<file path="config.mk">
export PLATFORM = sky130hd
export DESIGN_NAME = uart_tx_ser
export DESIGN_NICKNAME = d
export VERILOG_FILES = /design/src/rtl/uart_tx_ser.sv
export SDC_FILE = /design/constraint.sdc
export NUM_CORES = 1
export LEC_CHECK = 0
export CAP_MARGIN = 20
export CORE_UTILIZATION = 47
export DETAILED_ROUTE_END_ITERATION = 16
export GPL_TIMING_DRIVEN = 0
export PLACE_DENSITY = 0.66
export SYNTH_ARGS = -nofsm -noshare
export SYNTH_HDL_FRONTEND = slang
export SYNTH_SLANG_ARGS = --single-unit
</file>
<file path="constraint.sdc">
create_clock -name clk -period 4.3 [get_ports clk]
set_input_delay 0.86 -clock clk [delete_from_list [all_inputs] [get_ports clk]]
set_output_delay 0.86 -clock clk [all_outputs]
set_load 0.005 [all_outputs]
</file>
<file path="src/rtl/uart_tx_ser.sv">
// UART serialiser with a small byte FIFO, optional parity and one/two stop bits.
// Define UART_TX_CTS_FLOW_EN to gate frame starts on cts; otherwise cts is ignored.
module uart_tx_ser #(
   parameter int DEPTH      = 4,
   parameter int OVERSAMPLE = 16
) (
   input  logic                     clk,
   input  logic                     rst_n,
   input  logic                     tick16,
   input  logic                     wr_valid,
   output logic                     wr_ready,
   input  logic [7:0]               wr_data,
   input  logic                     parity_en,
   input  logic                     parity_odd,
   input  logic                     two_stop,
   input  logic                     cts,
   output logic                     stx,
   output logic                     busy,
   output logic [$clog2(DEPTH):0]   fifo_count
);

   localparam int AW = $clog2(DEPTH);
   localparam int CW = AW + 1;
   localparam int TW = $clog2(OVERSAMPLE);

   localparam logic [2:0] ST_IDLE   = 3'd0;
   localparam logic [2:0] ST_START  = 3'd1;
   localparam logic [2:0] ST_DATA   = 3'd2;
   localparam logic [2:0] ST_PARITY = 3'd3;
   localparam logic [2:0] ST_STOP   = 3'd4;

   // Handshake: a byte moves on every rising clk edge where wr_valid && wr_ready;
   // wr_ready depends only on the registered count, so a full FIFO never accepts.
   logic [7:0]    mem [DEPTH];
   logic [AW-1:0] wr_ptr;
   logic [AW-1:0] rd_ptr;
   logic          push;
   logic          pop;
   logic          cts_ok;
   logic          start_ok;
   logic          bit_end;
   logic          last_stop;
   logic [7:0]    head;

   logic [2:0]    state;
   logic [TW-1:0] tick_cnt;
   logic [2:0]    bit_cnt;
   logic [7:0]    shift_q;
   logic          par_q;
   logic          par_en_q;
   logic          two_stop_q;

`ifdef UART_TX_CTS_FLOW_EN
   assign cts_ok = cts;
`else
   logic unused_cts;
   assign unused_cts = cts;
   assign cts_ok     = 1'b1;
`endif

   assign wr_ready  = (fifo_count < CW'(DEPTH));
   assign push      = wr_valid && wr_ready;
   assign head      = mem[rd_ptr];
   assign busy      = (state != ST_IDLE);
   assign bit_end   = tick16 && (tick_cnt == TW'(OVERSAMPLE - 1));
   assign start_ok  = tick16 && (fifo_count != '0) && cts_ok;
   assign last_stop = !(two_stop_q && (bit_cnt == 3'd0));
   // A frame begins either from idle or straight out of the final stop bit.
   assign pop       = start_ok && ((state == ST_IDLE) ||
                                   ((state == ST_STOP) && bit_end && last_stop));

   always_ff @(posedge clk) begin
      if (push) mem[wr_ptr] <= wr_data;
   end

   always_ff @(posedge clk or negedge rst_n) begin
      if (!rst_n) begin
         wr_ptr     <= '0;
         rd_ptr     <= '0;
         fifo_count <= '0;
      end else begin
         if (push) wr_ptr <= wr_ptr + 1'b1;
         if (pop)  rd_ptr <= rd_ptr + 1'b1;
         if (push && !pop)      fifo_count <= fifo_count + 1'b1;
         else if (pop && !push) fifo_count <= fifo_count - 1'b1;
      end
   end

   always_ff @(posedge clk or negedge rst_n) begin
      if (!rst_n) begin
         state      <= ST_IDLE;
         stx        <= 1'b1;
         tick_cnt   <= '0;
         bit_cnt    <= '0;
         shift_q    <= '0;
         par_q      <= 1'b0;
         par_en_q   <= 1'b0;
         two_stop_q <= 1'b0;
      end else if (tick16) begin
         if (pop) begin
            // Frame settings are captured here so later input changes cannot disturb it.
            state      <= ST_START;
            stx        <= 1'b0;
            tick_cnt   <= '0;
            bit_cnt    <= '0;
            shift_q    <= head;
            par_q      <= parity_odd ? ~^head : ^head;
            par_en_q   <= parity_en;
            two_stop_q <= two_stop;
         end else if (state != ST_IDLE) begin
            if (!bit_end) begin
               tick_cnt <= tick_cnt + 1'b1;
            end else begin
               tick_cnt <= '0;
               case (state)
                  ST_START: begin
                     stx     <= shift_q[0];
                     shift_q <= shift_q >> 1;
                     bit_cnt <= '0;
                     state   <= ST_DATA;
                  end
                  ST_DATA: begin
                     if (bit_cnt == 3'd7) begin
                        bit_cnt <= '0;
                        if (par_en_q) begin
                           stx   <= par_q;
                           state <= ST_PARITY;
                        end else begin
                           stx   <= 1'b1;
                           state <= ST_STOP;
                        end
                     end else begin
                        stx     <= shift_q[0];
                        shift_q <= shift_q >> 1;
                        bit_cnt <= bit_cnt + 1'b1;
                     end
                  end
                  ST_PARITY: begin
                     stx     <= 1'b1;
                     bit_cnt <= '0;
                     state   <= ST_STOP;
                  end
                  ST_STOP: begin
                     if (!last_stop) begin
                        bit_cnt <= 3'd1;
                     end else begin
                        stx   <= 1'b1;
                        state <= ST_IDLE;
                     end
                  end
                  default: begin
                     stx   <= 1'b1;
                     state <= ST_IDLE;
                  end
               endcase
            end
         end
      end
   end

endmodule

</file>
Word level (Yosys, flattened, before mapping):

Memory sizes are Yosys's and may differ from the RTL's.
Cells that the tools add are included.

* add/sub/neg operators: 6
* magnitude comparators: 1
* equal/unequal tests: 10
* muxes and demuxes: 33
* reductions and logical operators: 31

Operator list (number)
* two-way mux 3 bit: 13
* two-way mux 8 bit: 4
* one-hot mux 8 bit (2 select lines): 1
* AND reduction 5 bit: 3
* two-way mux 4 bit: 3
* != test 3 bit (second input constant): 4
* one-hot mux 3 bit (4 select lines): 1
* logical AND 1 bit: 9
* two-way mux 1 bit: 9
* one-hot mux 3 bit (3 select lines): 1
* nonzero test 3 bit: 3
* XNOR reduction 8 bit: 1
* XOR reduction 8 bit: 1
* adder 3 x 1 -> 3 bit (second input constant): 2
* == test 3 x 2 -> 1 bit (second input constant): 2
* == test 3 bit (second input constant): 2
* zero test 3 bit: 2
* nonzero test 2 bit: 3
* adder 2 x 1 -> 2 bit (second input constant): 2
* adder 4 x 1 -> 4 bit (second input constant): 1
* == test 4 bit (second input constant): 1
* AND reduction 2 bit: 2
* AND reduction 4 bit: 1
* nonzero test 4 bit: 1
* 7 further kinds: 9

* register bits: 29
* memory bits (writable): 32
* input bits: 16
* output and inout bits: 6
* logic and storage cells: 93
* memories kept: 1

Memory list
* mem: words 4, width 8, read ports 1, clocked after Yosys merged registers in 0, wr ports 1, RTL line 34 `logic [7:0] mem [DEPTH];`

Longest topological paths before layout:

Gate-level depths: netlist (run 1).

* word-level depth: 9
* depth in mapped cells: 14
* mapped depth without buffers: 12

Worst setup path after synthesis (run 1):

Ideal clock, no wire load.

* path kind: input port to flip-flop
* start point: input tick16
* end point: register fifo_count[1]
* setup time: 125 ps
* arrival time: 2672 ps
* data required time: 4175 ps
* path slack: 1504 ps
* stages: 10
* buffers on the path: 2
* cell sequence: and4_1 > nand4_1 > a21oi_1 > buf_4 > buf_4 > inv_1 > ha_1 > inv_1 > fa_1 > mux2_2

* word-level cells in the longest chain between the ends: 8
* elaborated cells on any way between the ends: 11
* classes of those cells: 1 x mux; 10 x reduce/logical

RTL lines
* from (decl): RTL line 9 `input logic tick16,`
* logical AND 1 bit: RTL line 65 `assign bit_end = tick16 && (tick_cnt == TW'(OVERSAMPLE - 1));`
* logical AND 1 bit (2 in a row): RTL line 70 `((state == ST_STOP) && bit_end && last_stop));`
* logical OR 1 bit: RTL line 69 `assign pop = start_ok && ((state == ST_IDLE) ||`
* logical AND 1 bit (*): RTL line 69
* zero test 1 bit: RTL line 84 `if (push && !pop) fifo_count <= fifo_count + 1'b1;`
* logical AND 1 bit: RTL line 84
* two-way mux 3 bit / nonzero test 2 bit (equally long branches)
* to (signal assigned): RTL line 84
* to (signal assigned): RTL line 85 `else if (pop && !push) fifo_count <= fifo_count - 1'b1;`
* to (decl): RTL line 19 `output logic [$clog2(DEPTH):0] fifo_count`

Every way passes the cells marked *; elsewhere a longest branch is shown, timed or not.
A chain may end at the register's enable or synchronous reset.

Worst setup path in the final report (run 1):

Same ends and word-level chain as after synthesis.

==> results.py, run 1 <==
metrics = {
    "status": {
        "status": "finished, final reports clean",
    },
    "clock_tree": {
        "cts_tree": "done",
        "clk_latency_ns": 0.33,
        "htree_num_levels": 3,
        "cts_buffers": 9,
        "clock_sinks": 61,
        "cts_resized": 0,
        "cts-root-buf": "clkbuf_8",
        "cts_setup_buffers": 0,
        "ctsHoldBuffers": 0,
        "cts.clk_slew.worst_paths_ns": 0.07,
        "cts.path.max_buffers": 2,
    },
    "logic_synthesis": {
        "netlist_top_cells_area": "edfxtp_1 (33%), dfrtp_1 (24%), mux2_2 (6.6%)",
        "synth_top_area_share": 0.332,
        "synthMostInstantiatedCell": "edfxtp_1",
        "synth_area_leader_cell": "edfxtp_1",
        "ys_warn_count": 0,
        "async_flop_share": 0.475,
        "synth-main-ff-cell": "edfxtp_1",
        "netlist_instances": 206,
        "synth_fp_nets": 232,
        "yosys.cell_types.count": 45,
        "syn_avg_cell_area_sq_um": 14.0,
        "ys_ff_latch": 61,
        "ys_seq_area_frac": 0.583,
        "synth.top_cells.by_count": "edfxtp_1 (32), dfrtp_1 (28), mux2_2 (17), nand2_1 (13), o21ai_0 (12)",
        "netlist_area_sq_um": 2890,
        "synth_edf_count": 32,
    },
    "critical_path": {
        "crit_type": "input pin to register",
        "critPathMaxFanout": 10,
        "critPathRequiredTime_ns": 4.52,
        "ff2ff_path_depth": 11,
        "critPathTopFamily": "buffers and inverters",
        "path_depth": 11,
        "r2r_end": "fifo_count[1]",
        "reg2reg_slack_ns": 1.43,
        "start_kind": "input pin",
        "path_cells": "clkdlybuf4s50_1, and4_1, nand4_1, a21oi_1, buf_4, buf_4, inv_1, ha_1, inv_1, fa_1, mux2_2",
        "endpoint_kind": "register",
        "slowest_stage": "clkdlybuf4s50_1",
        "critPathBufInv": 5,
        "slowest_delay_ns": 0.58,
        "worstPathArrival_ns": 3.62,
        "rr_startpoint": "tick_cnt[0]",
    },
    "timing": {
        "relSlewSlack": 0.549,
        "period_needed_ns": 3.40,
        "rsz0062_at_grt": "no",
        "fin_ws_ns": 0.900,
        "fin_worst_skew_ns": 0.00572,
        "hold_viol_final": 0,
        "whs_ns": 0.505,
        "final.setup.tns_ns": 0,
        "fmax_mhz": 294,
        "tightest_slew_ns": 0.676,
        "min_period_over_period": 0.791,
        "drv_slew": 0,
        "finalSetupViolations": 0,
    },
    "floorplanning": {
        "num_io_pins": 22,
        "start_util": 0.489,
        "core_sq_um": 5920,
        "die_y_um": 80.5,
        "rows": 28,
        "die_x_um": 80.5,
        "dieArea_sq_um": 6480,
    },
    "detailed_routing": {
        "drtIter0Drc": 68,
        "drt_wl_total_mm": 4.87,
        "drc": 0,
        "ant_nets": 0,
        "wl_per_cell_um": 15.4,
        "vias_per_cell": 5.34,
        "firstDrtPassIters": 4,
        "num_vias": 1693,
    },
    "finish": {
        "n_antenna_cell": 0,
        "area.growth.synth_to_final_pct": 16.1,
        "nets": 263,
        "final_area_sq_um": 3360,
        "drive_gt1_frac": 0.202,
    },
    "placement": {
        "dp_hpwl_mm": 3.39,
        "place_ws_ns": 0.538,
        "port_buffers": 20,
        "place_congestion": 0.739,
        "placed_cell_area_sq_um": 3180,
    },
    "global_routing": {
        "grt_usage": 0.171,
        "grt.overflow.total": 0,
        "grt_pass1_vias": 1699,
        "grt_max_degree": 30,
        "antenna_found_initial": 0,
        "grt_pass1_wl_mm": 8.01,
    },
    "power_and_ir_drop": {
        "p_switching_uw": 695,
        "p_seq_frac": 0.412,
        "netSwitchingFraction": 0.329,
        "power_leakage_uw": 0.00130,
        "vdd_drop_max_mv": 0.267,
        "internal_power_uw": 1420,
        "report.power.total_uw": 2120,
        "power_frac_comb": 0.376,
        "power_density_nw_per_um2": 630,
        "clkPwrFrac": 0.212,
    },
    "job": {
        "max-cap-violations": 0,
    },
    "min_path": {
        "min_delay_path_depth": 1,
        "hold_end": "shift_q[5]",
        "hold_start": "shift_q[5]",
        "hp-class": "register to register",
    },
}
[layout make-up]
| type | count | area [sq um] |
|---|---|---|
| plain buffers | 8 | 47.5 |
| flip-flops and latches | 61 | 1690 |
| multi-input cells | 125 | 1110 |
| clock buffers | 10 | 128 |
| clock inverters | 6 | 48.8 |
| well taps | 75 | 93.8 |
| repair buffers | 20 | 195 |
| fillers | 495 | 2560 |
| inverters | 12 | 45.0 |
[registers in the layout, summed over array words and instances, names as in the netlist, 2 cells and up]
name and cells:
mem 32, shift_q 8, tick_cnt 4, bit_cnt 3, fifo_count 3, state 3, rd_ptr 2, wr_ptr 2
[power groups by stage]
stage | logic [uW] | clock network [uW] | registers, uW
5_1_grt | 879 | 488 | 891
6_report | 796 | 449 | 871
4_1_cts | 806 | 464 | 874
3_3_place_gp | 787 | 0 | 878
3_5_place_dp | 801 | 0 | 886
2_1_floorplan | 615 | 0 | 863
[layout by cell type, fill, tap and decap left out, types with 4 or more instances in the layout]
master           instances
and2_1                   4
nor2_1                   6
nand2_1                 13
xnor2_1                  9
o21ai_0                 12
mux4_2                   6
ha_1                     9
a21oi_1                  6
clkbuf_8                 9
inv_1                   11
clkdlybuf4s50_1         19
edfxtp_1                32
a22o_1                   4
mux2_2                  17
dfrtp_1                 28
nor2b_1                  4
clkbuf_1                 4
[how the worst max path moves through the flow]
| stage | startpoint | endpoint |
|---|---|---|
| 3_5_place_dp | tick16 | fifo_count[1] |
| 5_1_grt | tick16 | fifo_count[1] |
| 3_3_place_gp | tick16 | fifo_count[1] |
| 2_1_floorplan | tick16 | fifo_count[1] |
| 6_report | tick16 | fifo_count[1] |
| 4_1_cts | tick16 | fifo_count[1] |
[per-layer routing]
metal / GRT usage / part of all wire / wire length [um] / vias to the layer above
li1: - / - / - / 820
met1: 0.223 / 0.49 / 2390 / 829
met2: 0.260 / 0.46 / 2220 / 33
met3: 0.0523 / 0.038 / 185 / 11
met4: 0.0750 / 0.016 / 78 / 0
met5: 0 / 0 / 0 / -
[metrics by stage]
step	std cells	utilization
after floorplan	206	-
after detailed placement	301	0.538
after global routing	317	0.567
after CTS	317	0.567
final	317	0.567
after global placement	301	0.538
[cells by family (layout without fill, tap and decap cells)]
family	Yosys count	count (layout)	share of synthesized area
buf+inv	20	56	0.0320
fa+ha+maj	10	10	0.0458
compound gates	33	33	0.0770
xor+xnor	14	14	0.0497
mux	27	27	0.138
simple gates	41	41	0.0744
flops	61	61	0.583
No activity file was read; power rests on OpenSTA's default activity.
==> inputs of run 2 (changes only) <==
==> constraint.sdc (replaced) <==
create_clock -name clk -period 3.46 [get_ports clk]
set_input_delay 0.692 -clock clk [delete_from_list [all_inputs] [get_ports clk]]
set_output_delay 0.692 -clock clk [all_outputs]
set_load 0.005 [all_outputs]
==> results of run 2 <==
The final DEF is identical to that of run 1. Status: finished, final reports clean.
Among the figures that moved: setup slack after placement 0.538 ns -> -0.134 ns; setup slack after layout 0.900 ns -> 0.228 ns; hold slack 0.505 ns -> 0.388 ns; register-to-register setup slack 1.43 ns -> 0.59 ns; total power 2120 uW -> 2630 uW; worst IR drop on VDD 0.267 mV -> 0.332 mV
==> inputs of run 3 (changes only) <==
==> constraint.sdc (replaced) <==
create_clock -name clk -period 3.46 [get_ports clk]
set_input_delay 0.519 -clock clk [delete_from_list [all_inputs] [get_ports clk]]
set_output_delay 0.519 -clock clk [all_outputs]
set_load 0.005 [all_outputs]
==> results of run 3 <==
The final DEF is identical to that of run 1. Status: finished, final reports clean.
Among the figures that moved: setup slack after placement 0.538 ns -> 0.0388 ns; setup slack after layout 0.900 ns -> 0.401 ns; hold slack 0.505 ns -> 0.215 ns; register-to-register setup slack 1.43 ns -> 0.59 ns; total power 2120 uW -> 2630 uW; worst IR drop on VDD 0.267 mV -> 0.332 mV
